===== src/rtl/dmac_arb_pkg.sv =====
// Shared types and sizing helpers for the DMA control-port arbiter.
package dmac_arb_pkg;

    localparam int unsigned NB_INIT_DEF = 10;
    localparam int unsigned CTRL_ADDR_W = 32;
    localparam int unsigned CTRL_DATA_W = 32;
    localparam int unsigned CTRL_BE_W   = CTRL_DATA_W / 8;
    localparam int unsigned MAX_OUT_DEF = 4;

    // Index width, never below one bit
    function automatic int unsigned idx_width(input int unsigned nb_init);
        return (nb_init > 1) ? $clog2(nb_init) : 1;
    endfunction

    localparam int unsigned IDX_W = idx_width(NB_INIT_DEF);

    typedef logic [IDX_W-1:0] init_idx_t;

    typedef struct packed {
        logic [CTRL_ADDR_W-1:0] add;
        logic                   wen;
        logic [CTRL_BE_W-1:0]   be;
        logic [CTRL_DATA_W-1:0] data;
    } ctrl_req_t;

endpackage


===== src/rtl/dmac_arb_id_fifo.sv =====
// In-order FIFO of issuing-initiator indices; head names the owner of the next response.
module dmac_arb_id_fifo
    import dmac_arb_pkg::*;
#(
    parameter int unsigned DEPTH = MAX_OUT_DEF,
    parameter type         T     = init_idx_t,
    localparam int unsigned CNT_W = $clog2(DEPTH) + 1
) (
    input  logic             clk_i,
    input  logic             rst_ni,
    input  logic             push_i,
    input  T                 data_i,
    input  logic             pop_i,
    output T                 head_o,
    output logic [CNT_W-1:0] count_o,
    output logic             full_o,
    output logic             empty_o
);

    localparam int unsigned PTR_W = (DEPTH > 1) ? $clog2(DEPTH) : 1;

    T                 mem_q [DEPTH];
    logic [PTR_W-1:0] wr_ptr_q, wr_ptr_d;
    logic [PTR_W-1:0] rd_ptr_q, rd_ptr_d;
    logic [CNT_W-1:0] count_q, count_d;
    logic             push_eff, pop_eff;

    assign empty_o = (count_q == '0);
    assign full_o  = (count_q == CNT_W'(DEPTH));
    assign head_o  = mem_q[rd_ptr_q];
    assign count_o = count_q;

    // Pushing while full is only legal when the head leaves in the same cycle
    assign pop_eff  = pop_i & ~empty_o;
    assign push_eff = push_i & (~full_o | pop_eff);

    always_comb begin
        wr_ptr_d = wr_ptr_q;
        rd_ptr_d = rd_ptr_q;
        count_d  = count_q;
        if (push_eff) begin
            wr_ptr_d = (wr_ptr_q == PTR_W'(DEPTH - 1)) ? '0 : wr_ptr_q + PTR_W'(1);
        end
        if (pop_eff) begin
            rd_ptr_d = (rd_ptr_q == PTR_W'(DEPTH - 1)) ? '0 : rd_ptr_q + PTR_W'(1);
        end
        if (push_eff && !pop_eff) begin
            count_d = count_q + CNT_W'(1);
        end else if (pop_eff && !push_eff) begin
            count_d = count_q - CNT_W'(1);
        end
    end

    always_ff @(posedge clk_i or negedge rst_ni) begin
        if (!rst_ni) begin
            wr_ptr_q <= '0;
            rd_ptr_q <= '0;
            count_q  <= '0;
        end else begin
            wr_ptr_q <= wr_ptr_d;
            rd_ptr_q <= rd_ptr_d;
            count_q  <= count_d;
        end
    end

    always_ff @(posedge clk_i) begin
        if (push_eff) begin
            mem_q[wr_ptr_q] <= data_i;
        end
    end

endmodule


===== src/rtl/dmac_ctrl_arbiter.sv =====
// Round-robin funnel of NB_INIT control initiators onto the single DMA control target,
// with responses routed back in issue order.
module dmac_ctrl_arbiter
    import dmac_arb_pkg::*;
#(
    parameter int unsigned NB_INIT         = NB_INIT_DEF,
    parameter int unsigned ADDR_WIDTH      = CTRL_ADDR_W,
    parameter int unsigned DATA_WIDTH      = CTRL_DATA_W,
    parameter int unsigned BE_WIDTH        = DATA_WIDTH / 8,
    parameter int unsigned MAX_OUTSTANDING = MAX_OUT_DEF,
    localparam int unsigned ID_W           = idx_width(NB_INIT)
) (
    input  logic                                 clk_i,
    input  logic                                 rst_ni,
    input  logic [NB_INIT-1:0]                   init_req_i,
    input  logic [NB_INIT-1:0][ADDR_WIDTH-1:0]   init_add_i,
    input  logic [NB_INIT-1:0]                   init_wen_i,
    input  logic [NB_INIT-1:0][BE_WIDTH-1:0]     init_be_i,
    input  logic [NB_INIT-1:0][DATA_WIDTH-1:0]   init_data_i,
    output logic [NB_INIT-1:0]                   init_gnt_o,
    output logic [NB_INIT-1:0]                   init_r_valid_o,
    output logic [NB_INIT-1:0][DATA_WIDTH-1:0]   init_r_data_o,
    output logic [NB_INIT-1:0]                   init_r_opc_o,
    output logic                                 tgt_req_o,
    output logic [ADDR_WIDTH-1:0]                tgt_add_o,
    output logic                                 tgt_wen_o,
    output logic [BE_WIDTH-1:0]                  tgt_be_o,
    output logic [DATA_WIDTH-1:0]                tgt_data_o,
    output logic [ID_W-1:0]                      tgt_id_o,
    input  logic                                 tgt_gnt_i,
    input  logic                                 tgt_r_valid_i,
    input  logic [DATA_WIDTH-1:0]                tgt_r_data_i,
    input  logic                                 tgt_r_opc_i,
    output logic                                 busy_o,
    output logic                                 err_o
);

    localparam int unsigned CNT_W = $clog2(MAX_OUTSTANDING) + 1;

    typedef logic [ID_W-1:0] idx_t;

    idx_t             rr_q, rr_d;
    idx_t             winner, sel, head;
    logic             found;
    int unsigned      pos;
    logic             err_q, err_d;
    logic             can_issue, handshake, pop;
    logic             fifo_full, fifo_empty;
    logic [CNT_W-1:0] fifo_count;
    ctrl_req_t        sel_req;

    // Priority scan starting at rr_q, wrapping modulo NB_INIT
    always_comb begin
        found  = 1'b0;
        winner = '0;
        pos    = 0;
        for (int unsigned i = 0; i < NB_INIT; i++) begin
            pos = 32'(rr_q) + i;
            if (pos >= NB_INIT) begin
                pos = pos - NB_INIT;
            end
            if (!found && init_req_i[ID_W'(pos)]) begin
                found  = 1'b1;
                winner = ID_W'(pos);
            end
        end
    end

    // A response in the same cycle frees a slot, so issue is allowed even when full
    assign can_issue = ~fifo_full | tgt_r_valid_i;
    assign tgt_req_o = rst_ni & found & can_issue;
    assign handshake = tgt_req_o & tgt_gnt_i;
    assign pop       = rst_ni & tgt_r_valid_i & ~fifo_empty;

    assign sel = tgt_req_o ? winner : '0;

    always_comb begin
        sel_req      = '0;
        sel_req.add  = CTRL_ADDR_W'(init_add_i[sel]);
        sel_req.wen  = init_wen_i[sel];
        sel_req.be   = CTRL_BE_W'(init_be_i[sel]);
        sel_req.data = CTRL_DATA_W'(init_data_i[sel]);
    end

    assign tgt_add_o  = ADDR_WIDTH'(sel_req.add);
    assign tgt_wen_o  = sel_req.wen;
    assign tgt_be_o   = BE_WIDTH'(sel_req.be);
    assign tgt_data_o = DATA_WIDTH'(sel_req.data);
    assign tgt_id_o   = sel;

    assign init_gnt_o     = handshake ? (NB_INIT'(1) << winner) : '0;
    assign init_r_valid_o = pop ? (NB_INIT'(1) << head) : '0;
    assign init_r_data_o  = {NB_INIT{tgt_r_data_i}};
    assign init_r_opc_o   = {NB_INIT{tgt_r_opc_i}};

    assign busy_o = (fifo_count != '0);
    assign err_o  = err_q;

    always_comb begin
        rr_d  = rr_q;
        err_d = err_q | (tgt_r_valid_i & fifo_empty);
        if (handshake) begin
            rr_d = (winner == ID_W'(NB_INIT - 1)) ? '0 : winner + ID_W'(1);
        end
    end

    always_ff @(posedge clk_i or negedge rst_ni) begin
        if (!rst_ni) begin
            rr_q  <= '0;
            err_q <= 1'b0;
        end else begin
            rr_q  <= rr_d;
            err_q <= err_d;
        end
    end

    dmac_arb_id_fifo #(
        .DEPTH (MAX_OUTSTANDING),
        .T     (idx_t)
    ) u_id_fifo (
        .clk_i   (clk_i),
        .rst_ni  (rst_ni),
        .push_i  (handshake),
        .data_i  (winner),
        .pop_i   (pop),
        .head_o  (head),
        .count_o (fifo_count),
        .full_o  (fifo_full),
        .empty_o (fifo_empty)
    );

endmodule


===== config.mk =====
export PLATFORM = sky130hd
export DESIGN_NAME = dmac_ctrl_arbiter
export DESIGN_NICKNAME = d
export VERILOG_FILES = /design/src/rtl/dmac_arb_pkg.sv /design/src/rtl/dmac_arb_id_fifo.sv /design/src/rtl/dmac_ctrl_arbiter.sv
export SDC_FILE = /design/constraint.sdc
export NUM_CORES = 1
export LEC_CHECK = 0
export ABC_CLOCK_PERIOD_IN_PS = 7280
export BUFFER_PORTS_ARGS = -buffer_cell sky130_fd_sc_hd__buf_2
export CAP_MARGIN = 20
export CORE_AREA = 2 2 455 457
export CTS_CLUSTER_SIZE = 12
export DETAILED_ROUTE_END_ITERATION = 10
export DIE_AREA = 0 0 457 459
export SLEW_MARGIN = 40
export SYNTH_ARGS = -nofsm -noshare
export SYNTH_HDL_FRONTEND = slang
export SYNTH_SLANG_ARGS = --single-unit
export TNS_END_PERCENT = 10

===== constraint.sdc =====
create_clock -name clk_i -period 7.28 [get_ports clk_i]
set_input_delay 1.092 -clock clk_i [delete_from_list [all_inputs] [get_ports clk_i]]
set_output_delay 1.092 -clock clk_i [all_outputs]
set_load 0.01 [all_outputs]

* Word-level counts from Yosys, hierarchy flattened
Memories as Yosys holds them, arrays and structs flattened.
Index checks and enable logic that the tools add are counted.
** Operators by class
- Order comparisons :: 21
- Bitwise gates (word level) :: 13
- Equal/unequal tests :: 4
- Shift-type cells :: 2
- Muxes and demuxes :: 68
- Add/subtract/negate cells :: 24
- Reductions and logical operators :: 25
** Operators with widths (count)
- 32-bit binary-select mux with 4-bit select :: 2
- 4-bit 2-to-1 mux :: 23
- 32-bit 2-to-1 mux :: 2
- 4-bit by 5-bit less-than comparator with 1-bit output, second input constant :: 11
- 5-bit by 4-bit >= comparator with 1-bit output, second input constant :: 9
- 1-bit binary-select mux with 4-bit select :: 11
- 4-bit subtractor, second input constant :: 10
- 1-bit 2-to-1 mux :: 23
- 4-bit by 3-bit adder with 5-bit output, second input constant :: 4
- 10-bit 2-to-1 mux :: 2
- 1-bit by 4-bit << shifter with 10-bit output, first input constant :: 2
- 4-bit binary-select mux with 4-bit select :: 1
- 1-bit logical AND :: 11
- 1-bit logical NOT :: 11
- 4-bit by 2-bit adder with 5-bit output, second input constant :: 2
- 4-bit by 4-bit adder with 5-bit output, second input constant :: 2
- 1-bit bitwise AND :: 8
- 3-bit 2-to-1 mux :: 2
- 4-bit by 1-bit adder with 5-bit output, second input constant :: 1
- 2-bit by 1-bit adder with 2-bit output, second input constant :: 2
- 4-bit by 1-bit adder with 4-bit output, second input constant :: 1
- 2-bit == test, second input constant :: 2
- 4-bit == test, second input constant :: 1
- 4-bit >= comparator, second input constant :: 1
- 9 further kinds :: 13
** Storage, ports and cells
- Output and inout bits :: 426
- RAM bits :: 16
- Flip-flop bits (word level) :: 12
- Memories kept :: 1
** Memories
- u_id_fifo.mem_q :: words 4, bits a word 4, read ports 1, clocked after memory_dff 0, write ports 1, RTL line dmac_arb_id_fifo.sv:22 : T mem_q [DEPTH];

* Longest topological paths before layout
- Word-level depth :: 40
- Mapped depth :: 26

* Hierarchy
From an unflattened synthesis, not the netlist that was laid out.
** Second synthesis, totals
- Cells, all modules :: 1526
- Area, all modules :: 13615.6 um^2
** Modules (own cells, without submodules)
- dmac_ctrl_arbiter :: instances 1, area each 12564.6 um^2, cells an instance 1468
- dmac_arb_id_fifo :: instances 1, area each 1051.0 um^2, cells an instance 58

* Worst setup path before layout
OpenSTA, ideal clock, no wires.
- Path type :: register -> output
- Start :: register rr_q[1]
- End :: output port tgt_add_o[0]
- Data arrival time :: 5.254 ns
- Data required time :: 6.188 ns
- Slack :: 0.934 ns
- Stages on the path, launching flop included :: 24
- Path through :: dfrtp_1 -> inv_1 -> clkbuf_1 -> ha_1 -> buf_2 -> inv_1 -> clkbuf_1 -> ha_1 -> clkbuf_1 -> inv_1 -> a21oi_2 -> o21a_4 -> mux2i_1 -> o32ai_2 -> nor2_1 -> a221oi_2 -> mux2i_1 -> a311oi_4 -> nand2_4 -> inv_2 -> clkbuf_1 -> a211oi_1 -> o21bai_1 -> and3_1
** RTL lines
- start, declared :: RTL line dmac_ctrl_arbiter.sv:42 : idx_t rr_q, rr_d;
- start signal, assigned :: RTL line dmac_ctrl_arbiter.sv:112 : rr_q <= rr_d;
- end, declared :: RTL line dmac_ctrl_arbiter.sv:25 : output logic [ADDR_WIDTH-1:0] tgt_add_o,

* Final worst setup path
- Start :: register rr_q[1]
- End :: output port tgt_be_o[2]
** Between the ends
- Longest elaborated chain between the ends :: 37
- Elaborated cells between the ends (all ways) :: 102
- Those cells by class :: add/sub: 19; order compare: 10; mux: 53; bitwise: 2; reduce/logical: 18
** Ends and longest elaborated chain
- parallel branches: the longest is 34 deep, another holds 4-bit by 1-bit adder with 5-bit output
- 4-bit 2-to-1 mux (*) :: RTL line dmac_ctrl_arbiter.sv:75 : assign sel = tgt_req_o ? winner : '0;
- 4-bit binary-select mux with 4-bit select (*) :: RTL line dmac_ctrl_arbiter.sv:81 : sel_req.be = CTRL_BE_W'(init_be_i[sel]);
- 4-bit 2-to-1 mux (not written as such) (*) :: RTL line dmac_ctrl_arbiter.sv:81
- end, declared :: RTL line dmac_ctrl_arbiter.sv:27 : output logic [BE_WIDTH-1:0] tgt_be_o,
Mark *: on every way between the ends. The select of a mux whose other input is x is not followed.

==> flow_summary_export.csv <==
group,metric,value,unit
grt,grt_pass1_wl,163,mm
sta,finalSetupViolCount,0,
hold_path,hold_depth,1,
clocking,cts-root-buf,"clkbuf_16",
grt,grt_pass1_vias,15646,
worst_setup_path,r2r-end,"u_id_fifo.count_o[1]",
yosys,yosysMostFrequentCell,"buf_4",
status,run_status,"finished clean",
hold_path,min_to,"err_o",
place,gp_congestion,0.970,
drt,via_count,17341,
worst_setup_path,critPathMaxFanout,26,
worst_setup_path,r2r_start,"rr_q[1]",
clocking,cts_setup_buffers,0,
yosys,ys_ff_latch,28,
yosys,yosysUniqueCellTypes,103,
hold_path,hold_class,"register to register",
clocking,holdBufCountCts,0,
worst_setup_path,crit_family,"simple AND/OR/NAND/NOR gates",
worst_setup_path,cp.arrival,5.95,ns
place,port-buffer-count,799,
drt,drc,0,
floorplanning,num_rows,167,
sta,fin_crit_sh,96.7,%
yosys,synth_cells,1879,
floorplanning,die-area,210000,um^2
yosys,synth_area_leader_cell,"buf_4",
sta,slew_headroom,51.0,%
yosys,synthFlopType,"edfxtp_1",
clocking,cts_buffers,3,
sta,fmax,142,MHz
grt,grt_use_total,11.8,%
place,place_area,19100,um^2
yosys,syn_nets,2647,
worst_setup_path,cp.depth,23,
worst_setup_path,reg2reg_depth,22,
yosys,yosysSeqAreaShare,5.94,%
hold_path,min-delay-start,"err_o",
finish,finalInstanceArea,19400,um^2
flow_run,max-cap-violations,0,
yosys,syn_area_per_cell,6.99,um^2
floorplanning,chipWidth,457,um
yosys,syn-cell-area,13100,um^2
yosys,synth_top_area_share,19.6,%
yosys,postSynth.asyncResetShare,42.9,%
clocking,numClockSinks,28,
worst_setup_path,cp_data_required_time,6.19,ns
grt,antenna_found_initial,138,
drt,firstDrtPassIters,8,
grt,grt_overflow,0,
clocking,clk_path_buf_depth,2,
sta,hold_viol_final,0,
drt,ant_nets,0,
sta,layout_min_cycle_time,7.04,ns
sta,slew_viol_final,0,
floorplanning,initial_core_util,6.39,%
clocking,clk_pin_slew_worst_paths,0.08,ns
floorplanning,io_pins,1163,
worst_setup_path,slowest_delay,0.48,ns
worst_setup_path,crit_path_start_kind,"register",
place,dpl.hpwl,117,mm
clocking,cts.repair.resized,0,
sta,fin_setup_tns,0,ns
worst_setup_path,cp.buffers_inverters,7,
drt,routed_via_density,3.40,
sta,skew,0.00449,ns
yosys,synth.area.top_cells,"buf_4 (20%), nand2_1 (8.9%), a211oi_1 (8.3%), and3_1 (7.4%), mux2i_1 (6.9%)",
yosys,synth_edf_count,16,
worst_setup_path,path_cells,"inv_1 > ha_2 > nand2b_1 > nand2_1 > inv_1 > ha_1 > nor2b_1 > nor3_1 > o31a_1 > o221ai_1 > o211ai_2 > or2_2 > nor2_1 > a31oi_4 > buf_12 > nand2_8 > buf_12 > buf_12 > mux2i_1 > a32oi_1 > buf_4 > and3_1 > buf_12",
worst_setup_path,critical_path.slowest_cell,"mux2i_1",
worst_setup_path,rrSetupSlack,1.56,ns
finish,finalCoreUtilization,9.44,%
finish,area_growth,47.8,%
sta,max_slew.worst_pin.slew,0.721,ns
drt,avgRoutedWirePerCell,25.8,um
floorplanning,die_h,459,um
worst_setup_path,path_class,"register to output port",
worst_setup_path,crit_path_frequent_cell,"buf_12",
clocking,clock_latency,0.27,ns
yosys,synthTopCellsByCount,"buf_4 (343), nand2_1 (312), and3_1 (156)",
drt,drt_iter0_markers,1623,
finish,fill_cells,24448,
clocking,cts_tree,"built",
finish,nets,3115,
drt,drt_wl_total,132,mm
finish,drive_gt1_share,43.4,%
clocking,cts_htree_levels,1,
grt,grt_max_degree,63,
floorplanning,core-area,206000,um^2
worst_setup_path,worstSetupEndpointType,"output port",
yosys,synth_warnings,0,
state kept, by name, summed over array words and instances, names as in the netlist:
signal / count
err_o: 1
rr_q: 4
u_id_fifo.rd_ptr_q: 2
u_id_fifo.wr_ptr_q: 2
u_id_fifo.mem_q: 16
u_id_fifo.count_o: 3
layout make-up:
cell class	count	area, um^2	share of cell area, %
multi-input combinational	1349	9150	47.1
timing repair buffer	935	5740	29.6
tap	2704	3380	17.4
sequential	28	782	4.03
antenna	51	128	0.658
inverter	30	126	0.651
clock buffer	3	75.1	0.387
clock inverter	1	30.0	0.155
worst max path at each step:
stage                         end     from  slack [ns]
finish                tgt_be_o[2]  rr_q[1]        0.24
CTS                  tgt_add_o[2]  rr_q[1]        0.06
global route        tgt_data_o[7]  rr_q[1]       -0.04
detailed placement   tgt_add_o[2]  rr_q[1]        0.38
floorplan            tgt_add_o[0]  rr_q[1]        0.93
global placement    tgt_add_o[30]  rr_q[1]        0.39
per-stage QoR:
stage	cells	hold slack, ns	setup WS (ns)
2_1_floorplan	1879	0.513	0.934
3_3_place_gp	5046	0.464	0.394
3_5_place_dp	5046	0.504	0.382
4_1_cts	5050	0.522	0.0624
5_1_grt	5079	0.573	-0.0364
6_report	5101	0.525	0.241
layout by cell type, fill, tap and decap left out, types with 23 or more instances in the layout:
cell type,netlist,final
nand2_1,312,312
a21oi_1,31,29
a211oi_1,145,142
buf_4,343,108
a32oi_1,71,71
and3_1,156,156
mux2i_1,91,90
nand3_1,76,75
nor2_1,53,52
ha_1,29,26
buf_2,46,774
o21bai_1,72,71
diode_2,0,51
and2_1,71,71
buf_12,0,52
inv_1,23,23
kinds of logic after synthesis:
logic type / after synthesis / share of synthesized area, %
buffers and inverters: 502 / 25.3
adders and majority gates: 31 / 3.07
xor gates and xnor gates: 17 / 1.28
and+or+nand+nor: 746 / 28.2
AOI/OAI and AO/OA: 438 / 26.1
muxes: 117 / 10.1
DFF: 28 / 5.94
metal layers:
layer / share of wire (%) / GRT usage [%] / up-vias
li1: - / - / 7457
met1: 36 / 13.5 / 7989
met2: 46 / 19.5 / 1478
met3: 13 / 5.50 / 331
met4: 3.7 / 3.52 / 86
met5: 0.43 / 0.0230 / -
Power is not shown: default switching activity piles up to over one toggle a cycle in this logic, so the estimate is an artifact.
